## config.mk

```make
export PLATFORM = sky130hd
export DESIGN_NAME = mem_stage_lsu
export DESIGN_NICKNAME = d
export VERILOG_FILES = /design/src/rtl/mem_stage_lsu.sv
export SDC_FILE = /design/constraint.sdc
export NUM_CORES = 1
export LEC_CHECK = 0
export CAP_MARGIN = 25
export CORE_AREA = 5 5 126 104
export CTS_CLUSTER_DIAMETER = 120
export DETAILED_ROUTE_END_ITERATION = 10
export DIE_AREA = 0 0 131 109
export DONT_BUFFER_PORTS = 1
export MAX_ROUTING_LAYER = met4
export PLACE_DENSITY = 0.61
export RECOVER_POWER = 100
export SYNTH_ARGS = -nofsm -noshare
export SYNTH_HDL_FRONTEND = slang
export SYNTH_SLANG_ARGS = --single-unit
```

## constraint.sdc

```tcl
create_clock -name clk -period 2 [get_ports clk]
set_input_delay 0.3 -clock clk [delete_from_list [all_inputs] [get_ports clk]]
set_output_delay 0.3 -clock clk [all_outputs]
set_load 0.05 [all_outputs]
```

## src/rtl/mem_stage_lsu.sv

```systemverilog
// Memory-stage load/store unit: EX/MEM to MEM/WB with a req/ack data-memory port.
// Optional feature macro: MEM_MISALIGN_TRAP_EN (drop misaligned accesses and pulse misalign_err).
module mem_stage_lsu #(
    parameter int REG_WIDTH      = 32,
    parameter int REG_ADDR_WIDTH = 5
) (
    input  logic                      clk,
    input  logic                      reset,
    input  logic [REG_WIDTH-1:0]      EX_MEM_alu_out,
    input  logic [REG_WIDTH-1:0]      EX_MEM_dataB,
    input  logic [6:0]                EX_MEM_inst_opcode,
    input  logic [2:0]                EX_MEM_funct3,
    input  logic [REG_ADDR_WIDTH-1:0] EX_MEM_rd,
    input  logic                      EX_MEM_reg_write_en,
    input  logic                      EX_MEM_mem_write_en,
    output logic                      dmem_req,
    output logic                      dmem_we,
    output logic [REG_WIDTH-1:0]      dmem_addr,
    output logic [REG_WIDTH-1:0]      dmem_wdata,
    output logic [3:0]                dmem_wstrb,
    input  logic [REG_WIDTH-1:0]      dmem_rdata,
    input  logic                      dmem_ack,
    output logic                      stall,
    output logic [REG_WIDTH-1:0]      MEM_WB_result,
    output logic [REG_ADDR_WIDTH-1:0] MEM_WB_rd,
    output logic                      MEM_WB_reg_write_en,
    output logic                      misalign_err
);

    typedef enum logic {
        IDLE,
        BUSY
    } state_t;

    localparam logic [6:0] OP_LOAD  = 7'b0000011;
    localparam logic [6:0] OP_STORE = 7'b0100011;

    state_t state, state_next;

    logic                 is_load;
    logic                 is_store;
    logic                 is_memop;
    logic                 trap;
    logic                 issue;
    logic [1:0]           size;
    logic [1:0]           off;
    logic [REG_WIDTH-1:0] st_wdata;
    logic [3:0]           st_wstrb;

    logic [1:0]           ld_off;
    logic [2:0]           ld_funct3;
    logic [7:0]           ld_byte;
    logic [15:0]          ld_half;
    logic [REG_WIDTH-1:0] load_data;

    assign is_load  = (EX_MEM_inst_opcode == OP_LOAD);
    assign is_store = (EX_MEM_inst_opcode == OP_STORE) && EX_MEM_mem_write_en;
    assign is_memop = is_load || is_store;
    // funct3[1:0]: 00 byte, 01 half, 10/11 word (unknown encodings fall back to word)
    assign size     = EX_MEM_funct3[1:0];
    assign off      = EX_MEM_alu_out[1:0];

`ifdef MEM_MISALIGN_TRAP_EN
    logic misaligned;

    assign misaligned = ((size == 2'b01) && off[0]) || (size[1] && (off != 2'b00));
    assign trap       = is_memop && misaligned;

    always_ff @(posedge clk) begin
        if (reset) begin
            misalign_err <= 1'b0;
        end else begin
            misalign_err <= (state == IDLE) && trap;
        end
    end
`else
    assign trap         = 1'b0;
    assign misalign_err = 1'b0;
`endif

    // FSM state register
    always_ff @(posedge clk) begin
        if (reset) begin
            state <= IDLE;
        end else begin
            state <= state_next;
        end
    end

    // FSM next-state and stall
    always_comb begin
        state_next = state;
        stall      = 1'b0;
        issue      = 1'b0;
        unique case (state)
            IDLE: begin
                if (is_memop && !trap) begin
                    stall      = 1'b1;
                    issue      = 1'b1;
                    state_next = BUSY;
                end
            end
            BUSY: begin
                stall = ~dmem_ack;
                if (dmem_ack) begin
                    state_next = IDLE;
                end
            end
            default: state_next = IDLE;
        endcase
    end

    // Store lane replication; half strobes use addr[1] only so a truncated
    // misaligned half still lands on a legal lane pair.
    always_comb begin
        st_wdata = EX_MEM_dataB;
        st_wstrb = 4'b1111;
        unique case (size)
            2'b00: begin
                st_wdata = {(REG_WIDTH/8){EX_MEM_dataB[7:0]}};
                st_wstrb = 4'b0001 << off;
            end
            2'b01: begin
                st_wdata = {(REG_WIDTH/16){EX_MEM_dataB[15:0]}};
                st_wstrb = 4'b0011 << {off[1], 1'b0};
            end
            default: begin
                st_wdata = EX_MEM_dataB;
                st_wstrb = 4'b1111;
            end
        endcase
    end

    // Load extraction from the offset and size captured at issue
    always_comb begin
        ld_byte   = dmem_rdata[{ld_off, 3'b000} +: 8];
        ld_half   = dmem_rdata[{ld_off[1], 4'b0000} +: 16];
        load_data = dmem_rdata;
        unique case (ld_funct3)
            3'b000:  load_data = {{(REG_WIDTH-8){ld_byte[7]}}, ld_byte};
            3'b001:  load_data = {{(REG_WIDTH-16){ld_half[15]}}, ld_half};
            3'b100:  load_data = {{(REG_WIDTH-8){1'b0}}, ld_byte};
            3'b101:  load_data = {{(REG_WIDTH-16){1'b0}}, ld_half};
            default: load_data = dmem_rdata;
        endcase
    end

    // Memory port and MEM/WB registers
    always_ff @(posedge clk) begin
        if (reset) begin
            dmem_req            <= 1'b0;
            dmem_we             <= 1'b0;
            dmem_addr           <= '0;
            dmem_wdata          <= '0;
            dmem_wstrb          <= '0;
            MEM_WB_result       <= '0;
            MEM_WB_rd           <= '0;
            MEM_WB_reg_write_en <= 1'b0;
            ld_off              <= '0;
            ld_funct3           <= '0;
        end else if (state == IDLE) begin
            if (issue) begin
                MEM_WB_reg_write_en <= 1'b0;
                dmem_req            <= 1'b1;
                dmem_we             <= is_store;
                dmem_addr           <= {EX_MEM_alu_out[REG_WIDTH-1:2], 2'b00};
                dmem_wdata          <= is_store ? st_wdata : '0;
                dmem_wstrb          <= is_store ? st_wstrb : '0;
                ld_off              <= off;
                ld_funct3           <= EX_MEM_funct3;
            end else if (trap) begin
                MEM_WB_reg_write_en <= 1'b0;
            end else begin
                MEM_WB_result       <= EX_MEM_alu_out;
                MEM_WB_rd           <= EX_MEM_rd;
                MEM_WB_reg_write_en <= EX_MEM_reg_write_en;
            end
        end else begin
            if (dmem_ack) begin
                dmem_req <= 1'b0;
                if (!dmem_we) begin
                    MEM_WB_result       <= load_data;
                    MEM_WB_rd           <= EX_MEM_rd;
                    MEM_WB_reg_write_en <= EX_MEM_reg_write_en;
                end else begin
                    MEM_WB_reg_write_en <= 1'b0;
                end
            end else begin
                MEM_WB_reg_write_en <= 1'b0;
            end
        end
    end

endmodule
```

# == After elaboration in Yosys (flattened, before gate mapping) ==
# Index checks and enable logic that the tools add are counted.
# totals
register_bits,112
output_inout_bits,110
elab_cells,59
inputBits,116
# classes
n_eq_ne,9
bitwise,2
reduce_logical,8
n_mux,25
shifts,4
# ops
operator,n
$mux 32,5
$pmux 32 s4,1
$pmux 32 s2,1
$shiftx 32x6->16,1
$shiftx 32x6->8,1
$mux 5,4
$mux 1,10
$pmux 4 s2,1
$eq 7x2->1 const B,1
$eq 7x6->1 const B,1
$eq 3x3->1 const B,2
$ne 2x2->1 const B,3
$mux 4,1
$pmux 1 s2,2
$reduce_and 2->1,2
$shl 1x2->4 const A,1
$shl 2x2->4 const A,1
$eq 3x1->1 const B,1
$logic_not 3->1,1
$reduce_and 3->1,1
$eq 2x1->1 const B,1
$logic_not 2->1,1
$not 1->1,2
$reduce_bool 2->1,1
2 further kinds,2

# == Depth between registers and ports, before layout ==
# Gate-level depths: netlist of run 1.
# logic_depth
ltp_word,7
depth_mapped,9
ltp_nobuf,5

# == Worst setup path before layout of run 1 ==
# OpenSTA, ideal clock, no wires.
# synth_timing
kind,in2out
start,input EX_MEM_inst_opcode[2]
end,output stall
arrival_time_ps,1910
required_ps,1700
n_path_buf,1
path_stages,5
path_slack_ps,-210
cell_sequence,nand4bb_4 -> or3_4 -> or3_1 -> buf_6 -> o21ai_0
# synth_via
elab_chain_cells,5
elab_cells_between_ends,6
cone_classes,eq/ne (2); mux (2); reduce/logical (2)
# synth_lines
element,line_no,text
from (decl),11,"input logic [6:0] EX_MEM_inst_opcode,"
$eq 7x6->1,57,assign is_store = (EX_MEM_inst_opcode == OP_STORE) && EX_MEM_mem_write_en;
$logic_and 1x1->1,57,
$logic_or 1x1->1 (*),58,assign is_memop = is_load || is_store;
$mux 1 (*),97,if (is_memop && !trap) begin
$pmux 1 s2 (*),95,unique case (state)
to (decl),23,"output logic stall,"
# Mark *: on every way between the ends. The rest lies on a longest branch, timed or not.

# == Worst setup path in the final report of run 1 ==
# layout_timing
start,input EX_MEM_inst_opcode[2]
end,register dmem_wstrb[0]
# layout_via
elab_chain_cells,6
elab_cells_between_ends,8
cone_classes,eq/ne (2); mux (3); reduce/logical (3)
# layout_lines
element,line_no,text
$eq 7x6->1,57,
$logic_and 1x1->1,57,
$logic_or 1x1->1,58,
$mux 1,97,
$mux 1,95,
$reduce_and 2->1 (no line),-,
to (signal assigned),168,dmem_wstrb <= is_store ? st_wstrb : '0;
to (decl),20,"output logic [3:0] dmem_wstrb,"
# Several ways; a longest one is shown, not always the timed one.
# A chain may end at the register's enable or synchronous reset.

==> results of run 1 <==
final cells by class:
class	count	share of cell area, %
Sequential cell	112	40.3
Clock inverter	2	0.674
Timing Repair Buffer	28	3.62
Inverter	4	0.270
Multi-Input combinational cell	461	47.0
Clock buffer	14	4.74
Tap cell	152	3.41
through the flow:
stage          total power [mW]  cell area (um^2)  TNS [ps]
3_5_place_dp               2.78              5280     -1750
6_report                   4.56              5570         0
5_1_grt                    4.75              5570         0
2_1_floorplan              2.75              5150         0
3_3_place_gp               2.77              5280      -250
4_1_cts                    4.62              5590         0
final timing paths:
path	end	slack (ps)	cells past startpoint
setup / recovery	dmem_wstrb[0]	100	7
hold / removal	dmem_addr[13]	20	1
setup reg to reg	MEM_WB_result[11]	130	5
hold reg to reg	ld_funct3[2]	510	2
kinds of logic after synthesis:
family          share of synthesized area (%)
buf+inv                                  5.82
flops                                    43.6
mux                                      5.46
compound gates                           26.1
simple gates                             18.9
other cells                            0.0730
cells in the mapped netlist (5+ instances only):
cell,n
a211oi_1,7
a21oi_1,93
a221oi_1,7
a22oi_1,33
a31oi_1,7
buf_2,20
clkbuf_1,28
dfxtp_1,112
mux2_2,16
mux2i_1,10
nand2_1,114
nand2b_1,5
nor2_1,63
nor2b_1,13
nor3_1,14
o21ai_0,20
o221ai_1,8
o22ai_1,9
o2bb2ai_1,16
placed cells by master, fill, tap and decap left out, types with 2 or more instances in the layout:
cell / count
nand2_1: 114
dfxtp_1: 112
a21oi_1: 93
nor2_1: 63
a22oi_1: 33
o21ai_0: 19
buf_4: 18
o2bb2ai_1: 16
mux2_2: 16
nor3_1: 14
nor2b_1: 13
mux2i_1: 10
o22ai_1: 9
clkbuf_16: 9
o221ai_1: 8
a31oi_1: 7
a211oi_1: 7
a221oi_1: 6
clkbuf_1: 6
nand2b_1: 5
clkbuf_2: 5
inv_1: 4
conb_1: 3
or2_2: 2
nor3b_1: 2
a311oi_1: 2
a221o_1: 2
nor3_4: 2
clkbuf_8: 2
worst reg2reg max path: cells and delay by family, from the launching register on:
family	cells	cell delay, ps
muxes	1	310
AOI/OAI and AO/OA	3	900
DFF	1	450
and+or+nand+nor	1	90
power by group through the flow:
| stage | clock [mW] | sequential (mW) | combinational, mW |
|---|---|---|---|
| floorplan | 0 | 2.54 | 0.214 |
| global placement | 0 | 2.55 | 0.223 |
| detailed placement | 0 | 2.55 | 0.229 |
| CTS | 1.89 | 2.50 | 0.232 |
| global route | 1.99 | 2.50 | 0.258 |
| finish | 1.83 | 2.49 | 0.234 |
what timing repair did:
item | in CTS | in global routing
endpoints found under the hold margin | 0 | 1
endpoints found under the setup margin | 1 | 2
resized for setup | 1 | 2
hold buffers | 0 | 1
state kept, by name, summed over array words and instances, names as in the netlist:
register and flops:
MEM_WB_result 32, dmem_wdata 32, dmem_addr 30, MEM_WB_rd 5, dmem_wstrb 4, ld_funct3 3, ld_off 2, MEM_WB_reg_write_en 1
dmem_req 1, dmem_we 1, state 1
routing by layer:
layer  vias up  track usage [%]  part of all wire (%)
met5         -                -                     0
met1      2206             30.2                    42
met4         0             7.05                   2.0
met2       207             33.7                    46
met3        26             7.93                   9.5
li1       2198                -                     -
==> results.cfg, run 1 <==
[finish]
fillers = 1206
drive_above_1_share_pct = 10.3
final_cell_count_no_fill = 773
areaGrowthSynthToFinish_pct = 8.43
multi_input_area_um2 = 2620
antennaDiodeCount = 0
final_nets = 732
fin_util_pct = 47.2
regArea_um2 = 2240

[clock_tree]
post_cts_buffers = 0
cts_made_buffers = 9
cts_sinks = 112
clkTransAtPathRegs_ps = 70
ctsRootBufferMaster = clkbuf_16
clock_path_buffers = 2
clk_latency_ps = 340
cts-htree-levels = 3
cts_tree = done

[critical_path]
critPathMaxStageDelay_ps = 610
start_kind = input port
cpMostUsedCell = clkbuf_2
startpoint = EX_MEM_inst_opcode[2]
worst-path-buf-inv = 2
path_max_fanout = 37
cp.arrival_ps = 2180
crit_required_ps = 2280
crit_chain = nand4bb_4 > or3_1 > clkbuf_2 > nor3_4 > clkbuf_2 > o21ai_0 > a21oi_1
path_delay_family = buffers and inverters
cpMaxStageDelayCell = clkbuf_2
r2r-start = ld_off[0]
end_kind = flip-flop
path_class = in -> reg

[power]
switching_share_pct = 24.7
p_int_mw = 3.43
combinationalPowerShare_pct = 5.1
leakagePower_nw = 1.96
power_density_nw_per_um2 = 819
seq_power_share_pct = 54.7
pwr-share-clk_pct = 40.2
power.switching_mw = 1.13
peakVddDrop_mv = 0.522

[logic_synthesis]
yosys.cell_types.count = 43
ys_seq_area_share_pct = 43.6
synth_area_leaders = dfxtp_1 44%, a21oi_1 9.1%, nand2_1 8.3%, a22oi_1 4.8%, nor2_1 4.6%
syn-cell-area_um2 = 5140
netlist_instances = 634
synth_edf_count = 0
netlist.top_cell.by_area = dfxtp_1
yosys_warnings = 0
async_flop_share_pct = 0
synth_top_area_share_pct = 43.6
syn_avg_cell_area_um2 = 8.10
synth_ff_type = dfxtp_1
synth_seq_cells = 112

[routing]
postRouteAntennaNets = 0
vias_per_cell = 6.00
drt-pass1-iter-count = 5
wl_per_cell_um = 21.6
wl_um = 16700
drt-initial-drc-count = 310
drc_errors = 0
routed-via-count = 4637

[grt]
grt_max_degree = 100
grt_overflow = 0
grt_pass1_vias = 4371
grt.total_usage_pct = 23.1
antenna_found_initial = 0
grt_first_pass_wirelength_um = 24700

[timing]
layout_setup_ws_ps = 100
hold_ws_ps = 24.8
final_hold_viol_count = 0
rsz0062_at_grt = no
setup_viol = 0
worstMarginPinSlew_ps = 757
fmaxAchievable_mhz = 526
period_share_pct = 95.0
slew_violations = 0
clock_skew_ps = 5.31
max_slew_margin_pct = 49.5
min_period_ps = 1900

[placed_design]
dp_slack_ps = -127
portBuffers = 0
placed_cells = 755
place.gp.congestion = 0.857
dp_hpwl_um = 12300

[floorplanning]
die_y_um = 109
core_area_um2 = 11800
die_area_um2 = 14300
ios = 226
start_util_pct = 43.5
die_w_um = 131
fp-row-count = 36

[run_status]
status = completed

[hold_path]
min_from = reset
hp-class = in -> reg

[job]
maxCapViolations = 0
(Power assumes the default switching activity.)
==> inputs of run 2 (changes only) <==
Settings changed: CORE_AREA 5 5 126 104 to 5 5 142 117, DIE_AREA 0 0 131 109 to 0 0 147 122, HOLD_SLACK_MARGIN from default to 0.08, PLACE_DENSITY 0.61 to 0.5.
==> results.cfg, run 2 (synthesized netlist as in run 1, its figures left out) <==
[grt]
grt_overflow = 0
grt_pass1_vias = 4657
antenna_found_initial = 0
grt_max_degree = 85
grt_first_pass_wirelength_um = 27200
grt.total_usage_pct = 20.1

[finish]
mostFrequentLayoutCell = nand2_1
drive_above_1_share_pct = 10.8
antennaDiodeCount = 0
finalInstanceArea_um2 = 6040
most-common-layout-cells = 114 x nand2_1, 111 x dfxtp_1, 93 x a21oi_1
fin_util_pct = 39.7
areaGrowthSynthToFinish_pct = 17.6
fillers = 1542
largestRegisters = MEM_WB_result (32), dmem_wdata (32), dmem_addr (30)
final_nets = 770

[clock_tree]
cts_tree = done
clk_latency_ps = 350
cts_made_buffers = 9
clkTransAtPathRegs_ps = 70
cts_sinks = 112
cts-htree-levels = 3
ctsRootBufferMaster = clkbuf_16
clock_path_buffers = 2

[critical_path]
cpMostUsedCell = or3_4
path_delay_family = simple AND/OR/NAND/NOR gates
path_class = in -> reg
cp.arrival_ps = 2180
crit_chain = nand4bb_4 > or3_4 > or3_4 > buf_4 > nand2_1 > a21oi_1 > dlygate4sd3_1
worst-path-buf-inv = 2
critPathMaxStageDelay_ps = 560
cpMaxStageDelayCell = dlygate4sd3_1
end_kind = flip-flop
crit_required_ps = 2240
path_max_fanout = 12
start_kind = input port

[power]
total_power_mw = 4.73
peakVddDrop_mv = 0.363
power_density_nw_per_um2 = 783
leakagePower_nw = 2.16

[placed_design]
place.gp.congestion = 0.803
place_area_um2 = 5370
portBuffers = 0
dp_hpwl_um = 13100

[routing]
drt-initial-drc-count = 373
postRouteAntennaNets = 0
drc_errors = 0
drt-pass1-iter-count = 5
wl_um = 18400
wl_per_cell_um = 21.6
routed-via-count = 4775
vias_per_cell = 5.60

[timing]
fmaxAchievable_mhz = 515
worstMarginPinSlew_ps = 747
slew_violations = 0
hold_ws_ps = 98.5
rsz0062_at_grt = no
max_slew_margin_pct = 50.2
setup_viol = 0
period_share_pct = 97.0
min_period_ps = 1940
clock_skew_ps = 6.70
final_hold_viol_count = 0

[floorplanning]
die_y_um = 122
die_w_um = 147
fp-row-count = 41
die_area_um2 = 17900
core_area_um2 = 15200
start_util_pct = 33.7
ios = 226

[hold_path]
hp-class = in -> reg

[job]
maxCapViolations = 0

[run_status]
status = completed
-- run 2: changes by cell type in the layout (fill, tap and decap cells not counted), moves of 2 or more --
| cell | delta |
|---|---|
| buf_12 | +2 |
| buf_2 | +2 |
| clkbuf_1 | -2 |
| clkbuf_2 | -3 |
| clkbuf_8 | -2 |
| clkinv_2 | +2 |
| dlygate4sd3_1 | +34 |
-- run 2: power by group --
part / switching [mW] / internal [mW] / total, mW
Sequential: 0.226 / 2.28 / 2.51
Clock: 0.834 / 1.10 / 1.93
Combinational: 0.148 / 0.143 / 0.290
-- run 2: area by class of cell --
type	count	area (um^2)	area share [%]
multi-input cells	461	2610	43.1
flip-flops and latches	112	2240	37.1
repair buffers	66	619	10.2
well taps	193	241	4.00
clock buffers	9	225	3.73
clock inverters	7	93.8	1.55
inverters	4	15.0	0.248
-- run 2: stage by stage --
stage               setup TNS (ps)  cells  setup WS [ps]
floorplan                        0    636            105
global placement              -243    797          -22.3
detailed placement            -935    797          -86.8
CTS                              0    849           18.7
global route                     0    852           7.80
finish                           0    852           59.8
-- run 2: final timing paths --
kind                                            start  cells after the start  slack (ps)            end
worst min register to register           ld_funct3[0]                      2         490   ld_funct3[0]
worst min-delay path               EX_MEM_alu_out[30]                      2         100  dmem_addr[30]
worst max-delay path            EX_MEM_inst_opcode[2]                      7          60   dmem_addr[5]
worst max register to register                  state                      6         100   dmem_addr[5]
-- run 2: repair_timing --
item,4_1_cts,5_1_grt
setup endpoints to repair,1,31
gates cloned,0,1
buffers inserted,0,2
hold buffers,36,0
gates resized for setup,1,5
pin swaps,0,2
endpoints found under the hold margin,96,0
-- run 2: per-layer routing --
layer | vias up | track usage [%] | wire [um]
met5 | - | - | 0
met4 | 0 | 6.17 | 341
met3 | 26 | 6.47 | 1810
met2 | 226 | 30.7 | 8270
met1 | 2247 | 25.6 | 7940
li1 | 2276 | - | -
